--- src/rtl/sensor_poll_scheduler.sv ---
// Poll sequencer for the ultrasonic ranger and MPU6050 reader: runs one sensor at a time,
// latches both results with fault flags and publishes one snapshot per poll cycle.
module sensor_poll_scheduler #(
    parameter int POLL_PERIOD = 5000000,
    parameter int US_TIMEOUT  = 1500000,
    parameter int IMU_TIMEOUT = 500000,
    parameter int DATA_W      = 16
) (
    input  logic              clk,
    input  logic              rst,
    input  logic              enable_i,
    input  logic              force_i,
    output logic              us_start_o,
    input  logic              us_done_i,
    input  logic [DATA_W-1:0] us_dist_i,
    output logic              imu_start_o,
    input  logic              imu_done_i,
    input  logic              imu_err_i,
    input  logic [DATA_W-1:0] imu_accel_i,
    output logic [DATA_W-1:0] dist_o,
    output logic [DATA_W-1:0] accel_o,
    output logic              sample_valid_o,
    output logic              us_fault_o,
    output logic              imu_fault_o,
    output logic              busy_o,
    output logic [2:0]        state_o
);

    localparam int PCW  = $clog2(POLL_PERIOD);
    localparam int TMAX = (US_TIMEOUT > IMU_TIMEOUT) ? US_TIMEOUT : IMU_TIMEOUT;
    localparam int TW   = $clog2(TMAX);

    localparam logic [PCW-1:0] PERIOD_RELOAD = PCW'(POLL_PERIOD - 1);
    localparam logic [PCW-1:0] PCNT_ONE      = PCW'(1);
    localparam logic [TW-1:0]  US_LAST       = TW'(US_TIMEOUT - 1);
    localparam logic [TW-1:0]  IMU_LAST      = TW'(IMU_TIMEOUT - 1);
    localparam logic [TW-1:0]  TCNT_ONE      = TW'(1);

    typedef enum logic [2:0] {
        IDLE     = 3'd0,
        US_TRIG  = 3'd1,
        US_WAIT  = 3'd2,
        IMU_TRIG = 3'd3,
        IMU_WAIT = 3'd4,
        PUBLISH  = 3'd5
    } state_t;

    state_t         state;
    logic [PCW-1:0] period_cnt;
    logic [TW-1:0]  timeout_cnt;
    logic           force_pending;
    logic           start_cycle;

    // A button press is honoured even while periodic polling is disabled.
    assign start_cycle = (enable_i && (period_cnt == '0)) || force_i || force_pending;
    assign busy_o      = (state != IDLE);
    assign state_o     = state;

    always_ff @(posedge clk or negedge rst) begin
        if (!rst) begin
            state          <= IDLE;
            period_cnt     <= PERIOD_RELOAD;
            timeout_cnt    <= '0;
            force_pending  <= 1'b0;
            us_start_o     <= 1'b0;
            imu_start_o    <= 1'b0;
            sample_valid_o <= 1'b0;
            dist_o         <= '0;
            accel_o        <= '0;
            us_fault_o     <= 1'b0;
            imu_fault_o    <= 1'b0;
        end else begin
            us_start_o     <= 1'b0;
            imu_start_o    <= 1'b0;
            sample_valid_o <= 1'b0;

            if ((state != IDLE) && force_i) begin
                force_pending <= 1'b1;
            end

            case (state)
                IDLE: begin
                    if (start_cycle) begin
                        state         <= US_TRIG;
                        us_start_o    <= 1'b1;
                        period_cnt    <= PERIOD_RELOAD;
                        force_pending <= 1'b0;
                    end else if (enable_i) begin
                        period_cnt <= period_cnt - PCNT_ONE;
                    end
                end
                US_TRIG: begin
                    state       <= US_WAIT;
                    timeout_cnt <= '0;
                end
                US_WAIT: begin
                    // Completion is checked first so a done on the expiry cycle still counts.
                    if (us_done_i) begin
                        dist_o      <= us_dist_i;
                        us_fault_o  <= 1'b0;
                        state       <= IMU_TRIG;
                        imu_start_o <= 1'b1;
                    end else if (timeout_cnt == US_LAST) begin
                        dist_o      <= '1;
                        us_fault_o  <= 1'b1;
                        state       <= IMU_TRIG;
                        imu_start_o <= 1'b1;
                    end else begin
                        timeout_cnt <= timeout_cnt + TCNT_ONE;
                    end
                end
                IMU_TRIG: begin
                    state       <= IMU_WAIT;
                    timeout_cnt <= '0;
                end
                IMU_WAIT: begin
                    if (imu_done_i) begin
                        if (!imu_err_i) begin
                            accel_o     <= imu_accel_i;
                            imu_fault_o <= 1'b0;
                        end else begin
                            imu_fault_o <= 1'b1;
                        end
                        state          <= PUBLISH;
                        sample_valid_o <= 1'b1;
                    end else if (timeout_cnt == IMU_LAST) begin
                        imu_fault_o    <= 1'b1;
                        state          <= PUBLISH;
                        sample_valid_o <= 1'b1;
                    end else begin
                        timeout_cnt <= timeout_cnt + TCNT_ONE;
                    end
                end
                PUBLISH: begin
                    state <= IDLE;
                end
                default: begin
                    state <= IDLE;
                end
            endcase
        end
    end

endmodule
--- config.mk ---
export PLATFORM = sky130hd
export DESIGN_NAME = sensor_poll_scheduler
export DESIGN_NICKNAME = d
export VERILOG_FILES = /design/src/rtl/sensor_poll_scheduler.sv
export SDC_FILE = /design/constraint.sdc
export NUM_CORES = 1
export LEC_CHECK = 0
export ABC_AREA = 1
export CAP_MARGIN = 20
export CORE_MARGIN = 2
export CORE_UTILIZATION = 25
export CTS_CLUSTER_DIAMETER = 50
export CTS_CLUSTER_SIZE = 14
export DETAILED_ROUTE_END_ITERATION = 12
export SLEW_MARGIN = 20
export SYNTH_ARGS = -nofsm -noshare
export SYNTH_HDL_FRONTEND = slang
export SYNTH_SLANG_ARGS = --single-unit
export TNS_END_PERCENT = 100
--- constraint.sdc ---
create_clock -name clk -period 4.65 [get_ports clk]
set_input_delay 0.6975 -clock clk [delete_from_list [all_inputs] [get_ports clk]]
set_output_delay 0.6975 -clock clk [all_outputs]
set_load 0.03 [all_outputs]
==> flow_metrics.tcl, run 1 <==
set metrics [dict create \
    outcome "completed" \
    synth_top_area_frac 0.3958 \
    clock_skew_ps 9.236 \
    final_area_um2 5841 \
    grt-busiest-layer "met2" \
    numClockSinks 85 \
    tns_ps 0 \
    via_per_inst 4.393 \
    yosysSeqAreaShare 0.4709 \
    syn_inst 591 \
    synth_seq_cells 85 \
    cts_tree "built" \
    grtUsageTotal 0.1170 \
    grt_pass1_vias 3856 \
    worst_slack_ps 2165 \
    place_inst 889 \
    drtPass1Iterations 6 \
    grt_setup_unrepaired "false" \
    rr_worst_depth 6 \
    hold_class "input pin to asynchronous set/reset pin" \
    grt_max_degree 62 \
    crit_required_ps 3950 \
    core_area_um2 17900 \
    fmax_ghz 0.4025 \
    io_buffers 79 \
    yosys_warnings 0 \
    syn_to_final_growth_pct 28.31 \
    setup_viol 0 \
    chipHeight_um 138.9 \
    antenna_left 0 \
    cts_root_buf "clkbuf_16" \
    synth_top_area_cell "dfrtp_1" \
    antenna_found_initial 0 \
    cts_buffers 9 \
    die_area_um2 19300 \
    hold_ws_ps 433.9 \
    ctsHoldBuffers 0 \
    crit_fanout 5 \
    place_ws_ps 2091 \
    crit_type "register to output port" \
    rows 49 \
    syn-num-nets 632 \
    clockBufferDepth 2 \
    routedWlPerCell_um 12.21 \
    placed_cell_area_um2 5548 \
    die_w_um 138.9 \
    grt_pass1_wl_mm 18.84 \
    path_clk_slew_ps 70 \
    syn_area_um2 4552 \
    worstPathArrival_ps 1790 \
    wl_mm 11.05 \
    power.density_nw_per_um2 529.9 \
    p_leak_nw 2.508 \
    grt.met2_usage 0.1779 \
    post-cts-setup-buffers 0 \
    remaining_drc_errors 0 \
    synth_cell_types 38 \
    period_minus_slack_ps 2485 \
    final_cells 905 \
    peakVddDrop_mv 0.4406 \
    tightest_slew_ps 838.7 \
    dpl.hpwl_mm 7.907 \
    synthTopCellsByArea "dfrtp_1 40%, nand2_1 16%, nor2_1 8.4%" \
    finalHoldViolCount 0 \
    worstSetupEndpointType "output port" \
    post_cts_resized 0 \
    ys_top_cells_by_count "199 x nand2_1, 102 x nor2_1, 72 x dfrtp_1" \
    timing.final.crit_share 0.5343 \
    grtUsageMet3 0.03626 \
    grt_overflow 0 \
    drt_iter0_drc 224 \
    grt_util_met1 0.1601 \
    maxSlewViolCount 0 \
    gp_congestion 0.9056 \
    num_io_pins 80 \
    synth.most_common_cell "nand2_1" \
    drive_above_1_share 0.09024 \
    ys.flop_type "dfrtp_1" \
    diodes 0 \
    critPathLaunchType "register" \
    async_flop_share 1.000 \
    max-cap-violations 0 \
    clkLatencyLatePin_ps 340 \
    slew_headroom 0.4388 \
    synth_edf_count 0 \
    htreeDepth 3 \
    start_util 0.2543 \
    syn_avg_cell_area_um2 7.702 \
    vias 3976 \
    nets 712 \
]
cell usage in the layout, fill, tap and decap left out, types with 4 or more instances in the layout:
master,n
nand4_1,8
nor3_1,8
dfstp_2,13
a21oi_1,5
o21bai_1,4
xor2_1,9
xnor2_1,8
o22a_1,16
nand3_1,46
nand2_1,199
nand2_2,15
clkbuf_16,9
o21ai_0,10
clkdlybuf4s50_1,78
inv_1,35
dfrtp_1,72
nor2_1,102
critical path: stages (launching register included):
cell and delay (ps):
dfrtp_1 420, nor2_1 180, nand2_1 200, clkdlybuf4s50_1 650
area by class of cell:
class | instances | area, um^2
clock inverter | 7 | 67.56
inverter | 40 | 152.6
fill | 1917 | 12060
timing repair buffer | 80 | 795.8
tap | 229 | 286.5
sequential | 85 | 2143
multi-input combinational | 455 | 2170
clock buffer | 9 | 225.2
per-stage QoR:
| stage | total power (W) | util |
|---|---|---|
| floorplan | 0.001945 | - |
| global placement | 0.002406 | 0.3099 |
| detailed placement | 0.002406 | 0.3099 |
| CTS | 0.003130 | 0.3263 |
| global route | 0.003278 | 0.3263 |
| finish | 0.003095 | 0.3263 |
flip-flops by register name (all words and copies together), names as in the netlist, 3 cells and up:
register / count
period_cnt: 23
timeout_cnt: 21
accel_o: 16
dist_o: 16
state_o: 3
kinds of logic (layout without fill, tap and decap cells):
family                   count (synthesis)  in the layout  synth area share
buffers and inverters                   51            136           0.05250
AO/OA/AOI/OAI                           40             40           0.06130
flip-flops                              85             85            0.4709
AND/OR/NAND/NOR                        396            396            0.3771
adder cells (fa/ha/maj)                  2              2          0.005497
XOR/XNOR                                17             17           0.03271
routing by layer:
layer | wire length [um] | vias up
met3 | 753 | 10
met1 | 5338 | 1821
met5 | 0 | -
li1 | - | 2048
met4 | 122 | 0
met2 | 4839 | 97
worst paths after layout:
kind,startpoint,end,slack (ps)
hold reg to reg,period_cnt[5]$_DFFE_PN1P_,period_cnt[5]$_DFFE_PN1P_,480
hold / removal,rst,us_start_o$_DFF_PN0_,430
setup / recovery,state_o[0]$_DFFE_PN0P_,busy_o,2170
max in group asynchronous,rst,period_cnt[3]$_DFFE_PN1P_,3320
setup reg to reg,state_o[0]$_DFFE_PN0P_,period_cnt[3]$_DFFE_PN1P_,2460
min in group clk,period_cnt[5]$_DFFE_PN1P_,period_cnt[5]$_DFFE_PN1P_,480
report_power, final:
part / switching, W / internal (W)
registers: 0.000121 / 0.000938
logic: 0.000841 / 0.000481
clock network: 0.000336 / 0.000377
No activity file was read; power rests on OpenSTA's default activity.
==> run 2, diff against run 1 <==
==> constraint.sdc (replaced) <==
create_clock -name clk -period 2.02 [get_ports clk]
set_input_delay 0.303 -clock clk [delete_from_list [all_inputs] [get_ports clk]]
set_output_delay 0.303 -clock clk [all_outputs]
set_load 0.03 [all_outputs]
==> flow_metrics.tcl, run 2 (synthesis gave the netlist of run 1 again) <==
set metrics [dict create \
    critPathLaunchType "register" \
    reg.largest.list "period_cnt: 23 flops, timeout_cnt: 21 flops" \
    clock_skew_ps 9.402 \
    crit_required_ps 1720 \
    largest_reg_flops 23 \
    timing.final.crit_share 0.8967 \
    dpl.hpwl_mm 8.404 \
    slowest_stage "clkdlybuf4s50_1" \
    p_int_w 0.004560 \
    peakVddDrop_mv 0.7244 \
    grt_setup_unrepaired "false" \
    htreeDepth 3 \
    drtPass1Iterations 5 \
    layout_commonest_cell "nand2_1" \
    gp_congestion 0.8896 \
    clkLatencyLatePin_ps 340 \
    remaining_drc_errors 0 \
    grt_pass1_wl_mm 19.75 \
    drive_above_1_share 0.1111 \
    via_per_inst 4.408 \
    numClockSinks 85 \
    crit_fanout 5 \
    crit_family "buffers and inverters" \
    fmax_ghz 0.5521 \
    cts_root_buf "clkbuf_16" \
    pwr-share-comb 0.418 \
    path_clk_slew_ps 70 \
    die_w_um 138.9 \
    outcome "completed" \
    final_area_um2 6040 \
    num_io_pins 80 \
    grt_max_degree 46 \
    pwr-share-clk 0.259 \
    worstSetupEndpointType "output port" \
    p_leak_nw 2.619 \
    core_area_um2 17900 \
    cp.depth 1 \
    post-cts-setup-buffers 0 \
    die_area_um2 19300 \
    layout_common_cells "199 x nand2_1, 102 x nor2_1, 77 x clkdlybuf4s50_1" \
    tns_ps 0 \
    ff2ff_setup_slack_ps 220 \
    nets 729 \
    syn_to_final_growth_pct 32.68 \
    p_sw_frac 0.3925 \
    antenna_found_initial 0 \
    period_minus_slack_ps 1811 \
    cp_num_buf_inv 1 \
    tightest_slew_ps 436.7 \
    fin_util 0.3374 \
    antenna_left 0 \
    startpoint "state_o[1]$_DFFE_PN0P_" \
    hold_ws_ps 425.9 \
    p_switching_w 0.002946 \
    max-cap-violations 0 \
    drt_iter0_drc 182 \
    grt_overflow 0 \
    crit_end "state_o[1]" \
    rows 49 \
    vias 4064 \
    r2r-end "timeout_cnt[19]$_DFFE_PN0P_" \
    hold_class "input pin to asynchronous set/reset pin" \
    maxSlewViolCount 0 \
    r2r_start "timeout_cnt[1]$_DFFE_PN0P_" \
    cts_buffers 9 \
    power.density_nw_per_um2 1243 \
    slew_headroom 0.7071 \
    path_cells "clkdlybuf4s50_1" \
    chipHeight_um 138.9 \
    n_fill_cell 1896 \
    start_util 0.2543 \
    crit_type "register to output port" \
    rr_worst_depth 11 \
    diodes 0 \
    wl_mm 11.45 \
    placed_cell_area_um2 5680 \
    clockBufferDepth 2 \
    grtUsageTotal 0.1222 \
    cts_tree "built" \
    io_buffers 79 \
    grt_pass1_vias 3971 \
    routedWlPerCell_um 12.42 \
    setup_viol 0 \
    regMostFlops "period_cnt" \
    max_stage_delay_ps 740 \
    worstPathArrival_ps 1510 \
    finalHoldViolCount 0 \
    pwr-share-seq 0.323 \
]
run 2: stage by stage:
| step | total power, W | instances | worst slack, ps |
|---|---|---|---|
| after CTS | 0.007592 | 922 | 160.3 |
| after detailed placement | 0.005617 | 905 | 43.80 |
| final | 0.007506 | 922 | 208.7 |
| after global placement | 0.005603 | 905 | 33.39 |
| after global routing | 0.007966 | 922 | 52.55 |
| after floorplan | 0.004478 | 591 | 203.2 |
run 2: final cells by class:
type	count	area [um^2]	area share
Multi-Input combinational cell	455	2172	0.3596
Sequential cell	85	2143	0.3549
Timing Repair Buffer	97	937.1	0.1552
Tap cell	229	286.5	0.04744
Clock buffer	10	229.0	0.03791
Inverter	40	152.6	0.02527
Clock inverter	6	118.9	0.01968
run 2: worst min-delay path by stage:
| stage | from | end | slack [ps] | cells after the start |
|---|---|---|---|---|
| 5_1_grt | rst | period_cnt[10]$_DFFE_PN0P_ | 460 | 2 |
| 4_1_cts | rst | period_cnt[12]$_DFFE_PN0P_ | 440 | 2 |
| 3_5_place_dp | rst | period_cnt[16]$_DFFE_PN0P_ | 240 | 1 |
| 2_1_floorplan | rst | accel_o[0]$_DFFE_PN0P_ | 7 | 0 |
| 3_3_place_gp | rst | period_cnt[16]$_DFFE_PN0P_ | 240 | 1 |
| 6_report | rst | period_cnt[10]$_DFFE_PN0P_ | 430 | 2 |
run 2: per-layer routing:
metal / global-route usage / wire length (um)
met1: 0.1720 / 5561
met2: 0.1786 / 4876
met3: 0.03867 / 860
met4: 0.03881 / 150
met5: 0 / 0
run 2: power by group through the flow:
stage	Sequential, W	Combinational (W)	Clock [W]
final	0.00243	0.00314	0.00194
after global routing	0.00249	0.00340	0.00208
after CTS	0.00243	0.00317	0.00199
after detailed placement	0.00244	0.00318	0
after global placement	0.00245	0.00315	0
after floorplan	0.00316	0.00132	0
run 2: what timing repair did:
item	4_1_cts	5_1_grt
endpoints found under the setup margin	1	1
hold buffers	1	0
pin swaps	0	0
endpoints found under the hold margin	15	0
gates resized for setup	1	1
